==> src/rtl/b13_serial_pkg.sv <==
// -----------------------------------------------------------------------------
// b13_serial_pkg
// Shared definitions for the b13 serial link: the transmitter bit delay, the
// derived slot spacing, the frame size and the receiver state encoding.
// Optional build macro used by the receiver: B13_SERIAL_RX_SYNC_EN.
// -----------------------------------------------------------------------------
package b13_serial_pkg;

   // Transmitter wait between bit slots; receiver slot spacing is this plus 2.
   localparam int DELAY_TIME          = 104;
   localparam int BIT_PERIOD_DEFAULT  = DELAY_TIME + 2;
   localparam int FRAME_DATA_BITS     = 8;

   typedef enum logic [1:0] {
      R_IDLE = 2'b00,
      R_DATA = 2'b01,
      R_STOP = 2'b10
   } rx_state_t;

   // Shift one received bit into the byte, MSB first.
   function automatic logic [7:0] shift_in(input logic [7:0] sh, input logic b);
      return {sh[6:0], b};
   endfunction

endpackage

==> src/rtl/b13_serial_rx_sync.sv <==
// -----------------------------------------------------------------------------
// b13_serial_rx_sync
// Two-flop synchroniser for the serial line. Both flops reset to 1 (idle line
// level) so that reset never looks like a start bit.
// Ports:
//   clock  - rising-edge clock
//   reset  - asynchronous, active-high reset
//   d      - raw serial line
//   q      - synchronised serial line (2 cycles later)
// Only instantiated when B13_SERIAL_RX_SYNC_EN is defined.
// -----------------------------------------------------------------------------
module b13_serial_rx_sync (
   input  logic clock,
   input  logic reset,
   input  logic d,
   output logic q
);

   logic meta_r;

   // Two-stage synchroniser chain, idle-high on reset.
   always_ff @(posedge clock or posedge reset) begin
      if (reset) begin
         meta_r <= 1'b1;
         q      <= 1'b1;
      end else begin
         meta_r <= d;
         q      <= meta_r;
      end
   end

endmodule

==> src/rtl/b13_serial_rx.sv <==
// -----------------------------------------------------------------------------
// b13_serial_rx
// Receiver for the b13 serial transmitter line. The transmitter idles high and
// drives each bit for a single clock, with slots BIT_PERIOD clocks apart:
// start (0), 8 data bits MSB first, stop (1). The receiver aligns on the start
// slot, samples every following slot, checks framing and offers the byte over
// a valid/ready handshake.
// Ports:
//   clock       - rising-edge clock (same as transmitter)
//   reset       - asynchronous, active-high reset
//   serial_in   - transmitter data_out
//   rx_ready    - consumer accepts rx_data this cycle
//   rx_valid    - rx_data holds an unconsumed byte
//   rx_data     - received byte, bit7 = first data bit
//   frame_error - 1-cycle pulse: bad stop bit or a 0 outside a slot
//   overrun     - 1-cycle pulse: completed byte dropped, holding reg full
//   busy        - a frame is in progress
// Build option: define B13_SERIAL_RX_SYNC_EN to pass serial_in through a
// 2-flop synchroniser (all outputs 2 cycles later, same slot spacing).
// -----------------------------------------------------------------------------
module b13_serial_rx
   import b13_serial_pkg::*;
#(
   parameter int BIT_PERIOD = BIT_PERIOD_DEFAULT,
   parameter int CNT_W      = 10
) (
   input  logic       clock,
   input  logic       reset,
   input  logic       serial_in,
   input  logic       rx_ready,
   output logic       rx_valid,
   output logic [7:0] rx_data,
   output logic       frame_error,
   output logic       overrun,
   output logic       busy
);

   rx_state_t        state_r;
   logic [CNT_W-1:0] slot_cnt_r;
   logic [2:0]       bit_idx_r;
   logic [7:0]       shift_r;

   logic line_s;
   logic slot_hit_s;
   logic last_bit_s;
   logic complete_s;

`ifdef B13_SERIAL_RX_SYNC_EN
   b13_serial_rx_sync u_sync (
      .clock (clock),
      .reset (reset),
      .d     (serial_in),
      .q     (line_s)
   );
`else
   assign line_s = serial_in;
`endif

   // Slot timing and frame-complete decode.
   always_comb begin
      slot_hit_s = (slot_cnt_r == CNT_W'(BIT_PERIOD - 1));
      last_bit_s = (bit_idx_r == 3'(FRAME_DATA_BITS - 1));
      if ((state_r == R_STOP) && slot_hit_s && line_s) begin
         complete_s = 1'b1;
      end else begin
         complete_s = 1'b0;
      end
   end

   // Frame FSM, byte assembly and output handshake.
   always_ff @(posedge clock or posedge reset) begin
      if (reset) begin
         state_r     <= R_IDLE;
         slot_cnt_r  <= '0;
         bit_idx_r   <= 3'd0;
         shift_r     <= 8'h00;
         rx_valid    <= 1'b0;
         rx_data     <= 8'h00;
         frame_error <= 1'b0;
         overrun     <= 1'b0;
         busy        <= 1'b0;
      end else begin
         frame_error <= 1'b0;
         overrun     <= 1'b0;

         case (state_r)
            R_IDLE: begin
               if (!line_s) begin
                  state_r    <= R_DATA;
                  slot_cnt_r <= '0;
                  bit_idx_r  <= 3'd0;
                  busy       <= 1'b1;
               end else begin
                  busy       <= 1'b0;
               end
            end
            R_DATA: begin
               if (slot_hit_s) begin
                  shift_r    <= shift_in(shift_r, line_s);
                  slot_cnt_r <= '0;
                  bit_idx_r  <= bit_idx_r + 3'd1;
                  if (last_bit_s) begin
                     state_r <= R_STOP;
                  end else begin
                     state_r <= R_DATA;
                  end
               end else if (!line_s) begin
                  // A 0 between slots means we are misaligned: drop the frame.
                  state_r     <= R_IDLE;
                  slot_cnt_r  <= '0;
                  busy        <= 1'b0;
                  frame_error <= 1'b1;
               end else begin
                  slot_cnt_r  <= slot_cnt_r + CNT_W'(1);
               end
            end
            R_STOP: begin
               if (slot_hit_s) begin
                  state_r     <= R_IDLE;
                  slot_cnt_r  <= '0;
                  busy        <= 1'b0;
                  frame_error <= ~line_s;
               end else if (!line_s) begin
                  state_r     <= R_IDLE;
                  slot_cnt_r  <= '0;
                  busy        <= 1'b0;
                  frame_error <= 1'b1;
               end else begin
                  slot_cnt_r  <= slot_cnt_r + CNT_W'(1);
               end
            end
            default: begin
               state_r    <= R_IDLE;
               slot_cnt_r <= '0;
               busy       <= 1'b0;
            end
         endcase

         // A completing byte takes priority; it may replace a byte being
         // consumed in the same cycle, otherwise it is dropped as overrun.
         if (complete_s) begin
            if (!rx_valid || rx_ready) begin
               rx_data  <= shift_r;
               rx_valid <= 1'b1;
            end else begin
               overrun  <= 1'b1;
            end
         end else if (rx_valid && rx_ready) begin
            rx_valid <= 1'b0;
         end else begin
            rx_valid <= rx_valid;
         end
      end
   end

endmodule

==> config.mk <==
export PLATFORM = sky130hd
export DESIGN_NAME = b13_serial_rx
export DESIGN_NICKNAME = d
export VERILOG_FILES = /design/src/rtl/b13_serial_pkg.sv /design/src/rtl/b13_serial_rx_sync.sv /design/src/rtl/b13_serial_rx.sv
export SDC_FILE = /design/constraint.sdc
export NUM_CORES = 1
export LEC_CHECK = 0
export ABC_AREA = 1
export BUFFER_PORTS_ARGS = -buffer_cell sky130_fd_sc_hd__buf_2
export CAP_MARGIN = 20
export CORE_ASPECT_RATIO = 1.25
export CORE_MARGIN = 4
export CORE_UTILIZATION = 50
export DETAILED_ROUTE_END_ITERATION = 8
export GPL_TIMING_DRIVEN = 0
export PLACE_DENSITY_LB_ADDON = 0.05
export SLEW_MARGIN = 15
export SYNTH_ARGS = -nofsm -noshare
export SYNTH_HDL_FRONTEND = slang
export SYNTH_HIERARCHICAL = 1
export SYNTH_SLANG_ARGS = --single-unit
==> constraint.sdc <==
create_clock -name clock -period 3.5 [get_ports clock]
set_input_delay 0.35 -clock clock [delete_from_list [all_inputs] [get_ports clock]]
set_output_delay 0.35 -clock clock [all_outputs]
set_load 0.03 [all_outputs]
# Word level (Yosys, flattened, before mapping)
# Cells that the tools add are included.
# op_classes
eq_ne	8
reduce_logical	13
bitwise_logic	1
muxes	27
addsub	2
# ops
op	count
$mux 10	3
$pmux 10 s2	1
$mux 1	12
$add 10x1->10 const B	1
$eq 10x7->1 const B	1
$mux 2	5
$mux 3	2
$ne 2x2->1 const B	3
$pmux 2 s3	1
$pmux 3 s2	1
$reduce_and 2->1	3
$reduce_bool 2->1	2
$add 3x1->3 const B	1
$eq 3x3->1 const B	1
$logic_and 1x1->1	3
$pmux 1 s3	1
$reduce_and 3->1	1
$eq 2x1->1 const B	1
$eq 2x2->1 const B	1
$logic_not 2->1	1
$ne 2x1->1 const B	1
$pmux 1 s2	1
$reduce_or 2->1	1
$logic_not 1->1	1
2 further kinds	2
# word_totals
word_cells	60
regBits	35
output_inout_bits	12
input_bits	4

# Depth between registers and ports, before layout
# Gate-level depths: netlist (run 1).
# depth
depth_word	6
ltp_mapped	12
depth_no_buf	11

# Worst setup path after synthesis (run 1)
# OpenSTA, ideal clock, no wires.
# synth_path
kind	register to register
startpoint	reg slot_cnt_r[1]
endpoint	reg busy
synth_period_minus_slack_ns	1.406
setup_ns	0.117
n_path_buf	2
setup_slack_ns	2.094
required_ns	3.383
arrival_time_ns	1.289
path_stages_with_launch	12
cell_sequence	dfrtp_1 > inv_1 > ha_1 > nand2_1 > nor2_2 > nand3_2 > buf_6 > nor2_8 > buf_8 > nor2_2 > nand2_1 > nand2_1
# synth_via
elab_chain_len	3
elab_cells_between_ends	4
classes_between	2 x eq/ne; 2 x mux
# synth_rtl
element	line	rtl
start: declaration	b13_serial_rx.sv:39	logic [CNT_W-1:0] slot_cnt_r;
start signal: assignment	b13_serial_rx.sv:114	slot_cnt_r <= slot_cnt_r + CNT_W'(1);
start signal: assignment	b13_serial_rx.sv:129	slot_cnt_r <= slot_cnt_r + CNT_W'(1);
$eq 10x7->1 *	b13_serial_rx.sv:61	slot_hit_s = (slot_cnt_r == CNT_W'(BIT_PERIOD - 1));
$mux 1	b13_serial_rx.sv:118	if (slot_hit_s) begin
$pmux 1 s3	b13_serial_rx.sv:86	case (state_r)
end signal: assignment	b13_serial_rx.sv:92	busy <= 1'b1;
end signal: assignment	b13_serial_rx.sv:94	busy <= 1'b0;
end signal: assignment	b13_serial_rx.sv:121	busy <= 1'b0;
end: declaration	b13_serial_rx.sv:35	output logic busy
# Mark *: on every way between the ends. The rest lies on a longest branch, timed or not.
# A chain may end at the register's enable or synchronous reset.

# Worst setup path in the final report (run 1)
# layout_path
startpoint	reg slot_cnt_r[1]
endpoint	reg rx_data[5]
# layout_via
elab_chain_len	5
# layout_rtl
element	line	rtl
$eq 10x7->1	b13_serial_rx.sv:61	
$logic_and 1x1->1 (2 in series)	b13_serial_rx.sv:63	if ((state_r == R_STOP) && slot_hit_s && line_s) begin
$mux 1	b13_serial_rx.sv:63	
$reduce_and 2->1 (no line)	n/a	
end signal: assignment	b13_serial_rx.sv:143	rx_data <= shift_r;
end: declaration	b13_serial_rx.sv:32	output logic [7:0] rx_data,
# Every way passes these cells.

==> results of run 1 <==
worst max path at each step:
stage             startpoint             to  slack, ns  depth (start not counted)
4_1_cts        slot_cnt_r[1]     rx_data[5]       1.90                         10
6_report       slot_cnt_r[1]     rx_data[5]       1.92                         10
3_3_place_gp           reset           busy       1.93                          2
5_1_grt        slot_cnt_r[1]  slot_cnt_r[6]       1.79                         10
2_1_floorplan  slot_cnt_r[1]           busy       2.09                         11
3_5_place_dp   slot_cnt_r[1]     rx_data[5]       1.91                         10
metal layers:
metal  GRT usage [%]  vias to the layer above  share of wire, %
met1            19.8                      692                43
met3            4.75                        5               2.9
met4            7.55                        0               1.4
li1                -                      697                 -
met2            32.0                       20                53
met5               0                        -                 0
cell type report:
class | count | area [um2]
Timing Repair Buffer | 15 | 75.1
Clock buffer | 5 | 68.8
Clock inverter | 3 | 43.8
Inverter | 31 | 116
Tap cell | 39 | 48.8
Fill cell | 322 | 1430
Sequential cell | 35 | 876
Buffer | 6 | 61.3
Multi-Input combinational cell | 136 | 762
cells in the mapped netlist (3+ instances only):
cell     instances
nand2_1         58
nand3_1          9
nor2_2           3
o21ai_2          8
inv_2            3
ha_1             8
nor2_1          12
o21ai_0         13
inv_1           28
a21oi_1          3
buf_6            3
dfrtp_1         35
nand4_1          5
cells by family after synthesis:
logic type      Yosys count
flops                    35
xor+xnor                  3
compound gates           29
buf+inv                  37
fa+ha+maj                 8
simple gates             96
metrics by stage:
stage	std cells	cell area, um2	power [mW]	hold WS, ns
final	270	2050	1.03	0.175
after global routing	270	2050	1.09	0.233
after CTS	270	2050	1.04	0.199
after detailed placement	262	1940	0.671	0.467
after global placement	262	1940	0.662	0.461
after floorplan	208	1820	0.611	0.446
flip-flops by register name, summed over array words and instances, names as in the netlist:
register and count:
bit_idx_r 3, rx_valid 1, frame_error 1, overrun 1, rx_data 8, busy 1
state_r 2, slot_cnt_r 10, shift_r 8
critical path, stage by stage (launching register included):
cell and delay (ns):
dfrtp_1 0.40, inv_1 0.08, ha_1 0.14, nand2_1 0.07, nor2_2 0.12, nand3_2 0.11, inv_2 0.11, nand4_4 0.15
buf_6 0.21, nand2_2 0.06, o21ai_2 0.04
power groups by stage:
stage / Clock (mW) / Combinational (mW) / Sequential [mW]
floorplan: 0 / 0.146 / 0.465
global placement: 0 / 0.211 / 0.451
detailed placement: 0 / 0.219 / 0.452
CTS: 0.371 / 0.221 / 0.444
global route: 0.394 / 0.246 / 0.448
finish: 0.366 / 0.220 / 0.445
==> summary.md, run 1 <==
| Metric | Value |
|---|---|
| Main combinational cell family by area after synthesis | `simple AND/OR/NAND/NOR gates` |
| VDD IR max | `0.391 mV` |
| CTS resizes | `0` |
| GP Congestion | `0.838` |
| Reg2reg setup slack | `1.92 ns` |
| Max FO, Critical Path | `10` |
| Reg-to-reg critical path startpoint | `slot_cnt_r[1]` |
| Vias | `1414` |
| Avg Inst Size Synth | `8.73 um2` |
| Hold Buf Count CTS | `0` |
| Register area share after synthesis | `48.2%` |
| Synth Area in XOR/XNOR | `1.45%` |
| DR WL/cell | `13.4 um` |
| Vias in the first global route | `1387` |
| Pwr Density | `503 mW/mm2` |
| Synthesized area | `0.00182 mm2` |
| F_max | `633 MHz` |
| Critical Path RT | `3.69 ns` |
| Post-Syn Instances | `208` |
| Synth Net Count | `220` |
| Nets | `242` |
| Clk root buf | `clkbuf_8` |
| Final hold violation count | `0` |
| Crit Path Class | `flip-flop to flip-flop` |
| Fin util | `58.9%` |
| Clk sinks | `35` |
| Post-Synth Adder-Cell Area | `5.51%` |
| Worst Reg-to-Reg Cells | `10` |
| Register bit total from synthesis | `35` |
| Rel. slew slack | `51.1%` |
| Port Buf Inserts | `15` |
| Leakage | `1.05 nW` |
| Post-Route WL | `3610 um` |
| Longest Clk Path Bufs | `2` |
| Tightest Pin Transition | `0.733 ns` |
| Mux share of post-synthesis cell area | `0%` |
| Worst setup margin | `1.92 ns` |
| Post-synth EDFFs | `0` |
| Fin. max-slew vios | `0` |
| GRT Overall Usage | `18.0%` |
| Synthesis-to-layout area growth | `13.0%` |
| Starting Density | `52.1%` |
| Die area | `0.00467 mm2` |
| Setup TNS | `0 ns` |
| DP Worst Slack | `1.91 ns` |
| Die width | `61.9 um` |
| Synth top area cells | `dfrtp_1, nand2_1, inv_1, ha_1, o21ai_2` |
| Vias per cell | `5.24` |
| Psw | `331 uW` |
| Worst setup SP type | `flip-flop` |
| Clk_lat worst skew | `0.29 ns` |
| Antenna Cells | `0` |
| Share of total power in the clock network | `35.5%` |
| Rows | `24` |
| Crit path time final | `1.58 ns` |
| Drt pass-1 iters | `4` |
| Layout cell share with drive strength beyond 1 | `22.1%` |
| CTS buffer count | `5` |
| Most common cell after layout, fill and taps aside | `nand2_1` |
| Die Height | `75.4 um` |
| Setup crit end kind | `flip-flop` |
| Gate power share | `21.3%` |
| Area leader, netlist | `dfrtp_1` |
| Post-synth cell types | `30` |
| Sw Share | `32.1%` |
| Final HPWL DP | `2620 um` |
| Reg2reg end | `rx_data[5]` |
| H-tree levels | `2` |
| Final period util | `45.2%` |
| Status | `completed` |
| Global-route wire length before repair | `6140 um` |
| Largest net degree at the start of global routing | `36` |
| Worst Path Arrival | `1.77 ns` |
| Post-route ant nets | `0` |
| Total gr overflow | `0` |
| Ys async rst share | `100%` |
| Seq pwr share | `43.2%` |
| Residual DRC | `0` |
| RSZ-0062 raised after global routing | `no` |
| Clk_skew | `0.00639 ns` |
| CTS tree | `done` |
| Post-CTS Setup Bufs | `0` |
| Worst min path class | `input pin to asynchronous set/reset pin` |
| Int Pwr | `700 uW` |
| YS warnings | `6` |
| Final setup vio count | `0` |
| Iter 0 DRT Violations | `60` |
| Max Cap Viol | `0` |
| Number of antenna violations at the first check in global routing | `0` |
| Worst-path clk slew | `0.08 ns` |
| Commonest cells after routing, fill and taps aside | `nand2_1, dfrtp_1, inv_1` |
| Yosys top cell area share | `48.2%` |
| Core footprint | `0.00348 mm2` |
| Most used DFF post-synth | `dfrtp_1` |
| Simple-gate area share of the yosys netlist | `25.0%` |
| I/O pins | `16` |
| Compound-Gate Fraction of Synth Area | `9.99%` |
Power figures use the tool's default switching activity.
==> run 2, diff against run 1 <==
clock period = 1.57 ns   (was 3.5 ns; I/O delays follow)
==> run 2 against run 1 <==
  * Register-to-register slack lost 1.9 ns
  * Critical endpoint is now rx_data[7]
  * Sequential power is 120% higher
  * Cell area up 8.5%
  * Critical path depth did not move
  * The flow now finishes with violations (hold timing)
  * Largest cell class unchanged
  * First-iteration DRC count grew 22%
  * Power increased by 130%
  * Largest power group unchanged
  * Critical path type unchanged
  * Via count increased by 3.4%
  * Sequential share of layout area is 3.4 points lower
  * Combinational power grew to 2.8 times the previous value
==> summary.md, run 2 (synthesis results as in run 1) <==
| Metric | Value |
|---|---|
| Status | `finished with violations (was completed)` |
| Failing checks | `hold timing` |
| Nets | `251 (was 242)` |
| Fin cells | `279 (was 270)` |
| Tightest Pin Transition | `0.723 ns (was 0.733 ns)` |
| Longest Clk Path Bufs | `2 (unchanged)` |
| GRT Overall Usage | `18.6% (was 18.0%)` |
| Clk_lat worst skew | `0.29 ns (about the same)` |
| Antenna Cells | `0 (unchanged)` |
| Synthesis-to-layout area growth | `22.7% (was 13.0%)` |
| Starting Density | `52.1% (unchanged)` |
| Hold Buf Count CTS | `0 (unchanged)` |
| Design Area, Final | `0.00223 mm2 (was 0.00205 mm2)` |
| Final hold violation count | `25 (was 0)` |
| Gate power share | `25.1% (was 21.3%)` |
| CP Cell Sequence | `inv_2 -> ha_4 -> nand2_4 -> nor2_4 -> nand3_4 -> inv_2 -> nand4_4 -> buf_6 -> nand2_2 -> o21ai_2 (was inv_1 -> ha_1 -> nand2_1 -> nor2_2 -> nand3_2 -> inv_2 -> nand4_4 -> buf_6 -> nand2_2 -> o21ai_2)` |
| Worst stage delay on the critical path | `0.39 ns (was 0.40 ns)` |
| Rows | `24 (unchanged)` |
| Post-Route WL | `3840 um (was 3610 um)` |
| H-tree levels | `2 (unchanged)` |
| Placed Instance Area | `0.00194 mm2 (unchanged)` |
| Top flop regs | `slot_cnt_r (10), rx_data (8), shift_r (8) (unchanged)` |
| Psw | `778 uW (was 331 uW)` |
| Int Pwr | `1.63 mW (was 700 uW)` |
| Crit path max-delay family | `simple AND/OR/NAND/NOR gates (unchanged)` |
| RSZ-0062 raised after global routing | `yes (was no)` |
| Die width | `61.9 um (unchanged)` |
| Layout cell share with drive strength beyond 1 | `30.8% (was 22.1%)` |
| Leakage | `1.12 nW (was 1.05 nW)` |
| Drt pass-1 iters | `4 (unchanged)` |
| Most flops, register | `slot_cnt_r (unchanged)` |
| Crit path top cell by count | `inv_2` |
| Tot Pwr | `2.41 mW (was 1.03 mW)` |
| Fin. max-slew vios | `0 (unchanged)` |
| Worst path depth | `10 (unchanged)` |
| Pwr Density | `1080 mW/mm2 (was 503 mW/mm2)` |
| Post-route ant nets | `0 (unchanged)` |
| CTS tree | `done (unchanged)` |
| Crit Path Class | `flip-flop to flip-flop (unchanged)` |
| Max FO, Critical Path | `6 (was 10)` |
| DR WL/cell | `13.8 um (was 13.4 um)` |
| Share of total power in the clock network | `33.7% (was 35.5%)` |
| Worst setup SP type | `flip-flop (unchanged)` |
| I/O pins | `16 (unchanged)` |
| Sw Share | `32.3% (was 32.1%)` |
| Critical Path RT | `1.75 ns (was 3.69 ns)` |
| Port Buf Inserts | `15 (unchanged)` |
| Clk sinks | `35 (unchanged)` |
| F_max | `652 MHz (was 633 MHz)` |
| Max FFs per register | `10 (unchanged)` |
| Worst Path Arrival | `1.71 ns (was 1.77 ns)` |
| Die area | `0.00467 mm2 (unchanged)` |
| Crit path time final | `1.53 ns (was 1.58 ns)` |
| Residual DRC | `0 (unchanged)` |
| Reg2reg setup slack | `0.04 ns (was 1.92 ns)` |
| Fin util | `63.9% (was 58.9%)` |
| Clk root buf | `clkbuf_8 (unchanged)` |
| Crit path buffers/inverters | `3 (unchanged)` |
| Clk_skew | `0.00648 ns (was 0.00639 ns)` |
| Rel. slew slack | `51.7% (was 51.1%)` |
| Worst-path clk slew | `0.08 ns (about the same)` |
| Seq pwr share | `41.1% (was 43.2%)` |
| Setup TNS | `0 ns (unchanged)` |
| Die Height | `75.4 um (unchanged)` |
| Final setup vio count | `0 (unchanged)` |
| Vias | `1462 (was 1414)` |
| Final HPWL DP | `2620 um (unchanged)` |
| Worst min path class | `input pin to asynchronous set/reset pin (unchanged)` |
| Core footprint | `0.00348 mm2 (unchanged)` |
| Vias in the first global route | `1408 (was 1387)` |
| Slowest stage cell, crit path | `dfrtp_1 (unchanged)` |
| Inst Count DP | `262 (unchanged)` |
| DP Worst Slack | `-0.0174 ns (was 1.91 ns)` |
| Most common cell after layout, fill and taps aside | `nand2_1 (unchanged)` |
| Iter 0 DRT Violations | `73 (was 60)` |
| Setup crit end kind | `flip-flop (unchanged)` |
| Commonest cells after routing, fill and taps aside | `nand2_1, dfrtp_1, inv_1 (unchanged)` |
| Global-route wire length before repair | `6320 um (was 6140 um)` |
| Vias per cell | `5.24 (about the same)` |
| Largest net degree at the start of global routing | `36 (unchanged)` |
| Max Cap Viol | `0 (unchanged)` |
| GP Congestion | `0.838 (unchanged)` |
| Total gr overflow | `0 (unchanged)` |
| CTS buffer count | `5 (unchanged)` |
| VDD IR max | `0.955 mV (was 0.391 mV)` |
| Worst setup margin | `0.0367 ns (was 1.92 ns)` |
| Worst hold slack | `-0.0224 ns (was 0.175 ns)` |
| Number of antenna violations at the first check in global routing | `0 (unchanged)` |
| Worst Reg-to-Reg Cells | `10 (unchanged)` |
| Final period util | `97.7% (was 45.2%)` |
## run 2: cell types whose count changed in the layout (fill, tap and decap cells not counted), sizes merged
cell,change
buf,+8
clkbuf,+1
## run 2: worst paths after layout
| check | startpoint | to |
|---|---|---|
| min in group clock | rx_ready | rx_valid |
| max reg2reg | slot_cnt_r[1] | rx_data[7] |
| min | reset | rx_data[4] |
| min reg2reg | bit_idx_r[2] | bit_idx_r[2] |
| max | slot_cnt_r[1] | rx_data[7] |
| max in group asynchronous | reset | busy |
## run 2: layout make-up
class                           instances  area, um2
Clock buffer                            5       68.8
Tap cell                               39       48.8
Sequential cell                        35        876
Timing Repair Buffer                   24        181
Multi-Input combinational cell        136        825
Fill cell                             300       1260
Inverter                               31        119
Clock inverter                          3       43.8
Buffer                                  6       65.1
## run 2: power by group through the flow
stage	combinational, mW	sequential [mW]	clock, mW
2_1_floorplan	0.327	1.04	0
3_3_place_gp	0.470	1.01	0
3_5_place_dp	0.488	1.01	0
4_1_cts	0.566	0.989	0.827
5_1_grt	0.670	0.997	0.882
6_report	0.606	0.991	0.813
## run 2: what timing repair did
item,CTS,global route
setup buffers,5,1
endpoints found under the setup margin,2,27
gates cloned,1,2
pin swaps,1,7
endpoints found under the hold margin,0,0
gates resized for setup,13,13
## run 2: routing by layer
metal	up-vias	track usage, %	part of all wire (%)
li1	714	-	-
met1	712	20.2	40
met2	30	33.8	55
met3	6	4.75	3.8
met4	0	7.08	1.1
met5	-	0	0
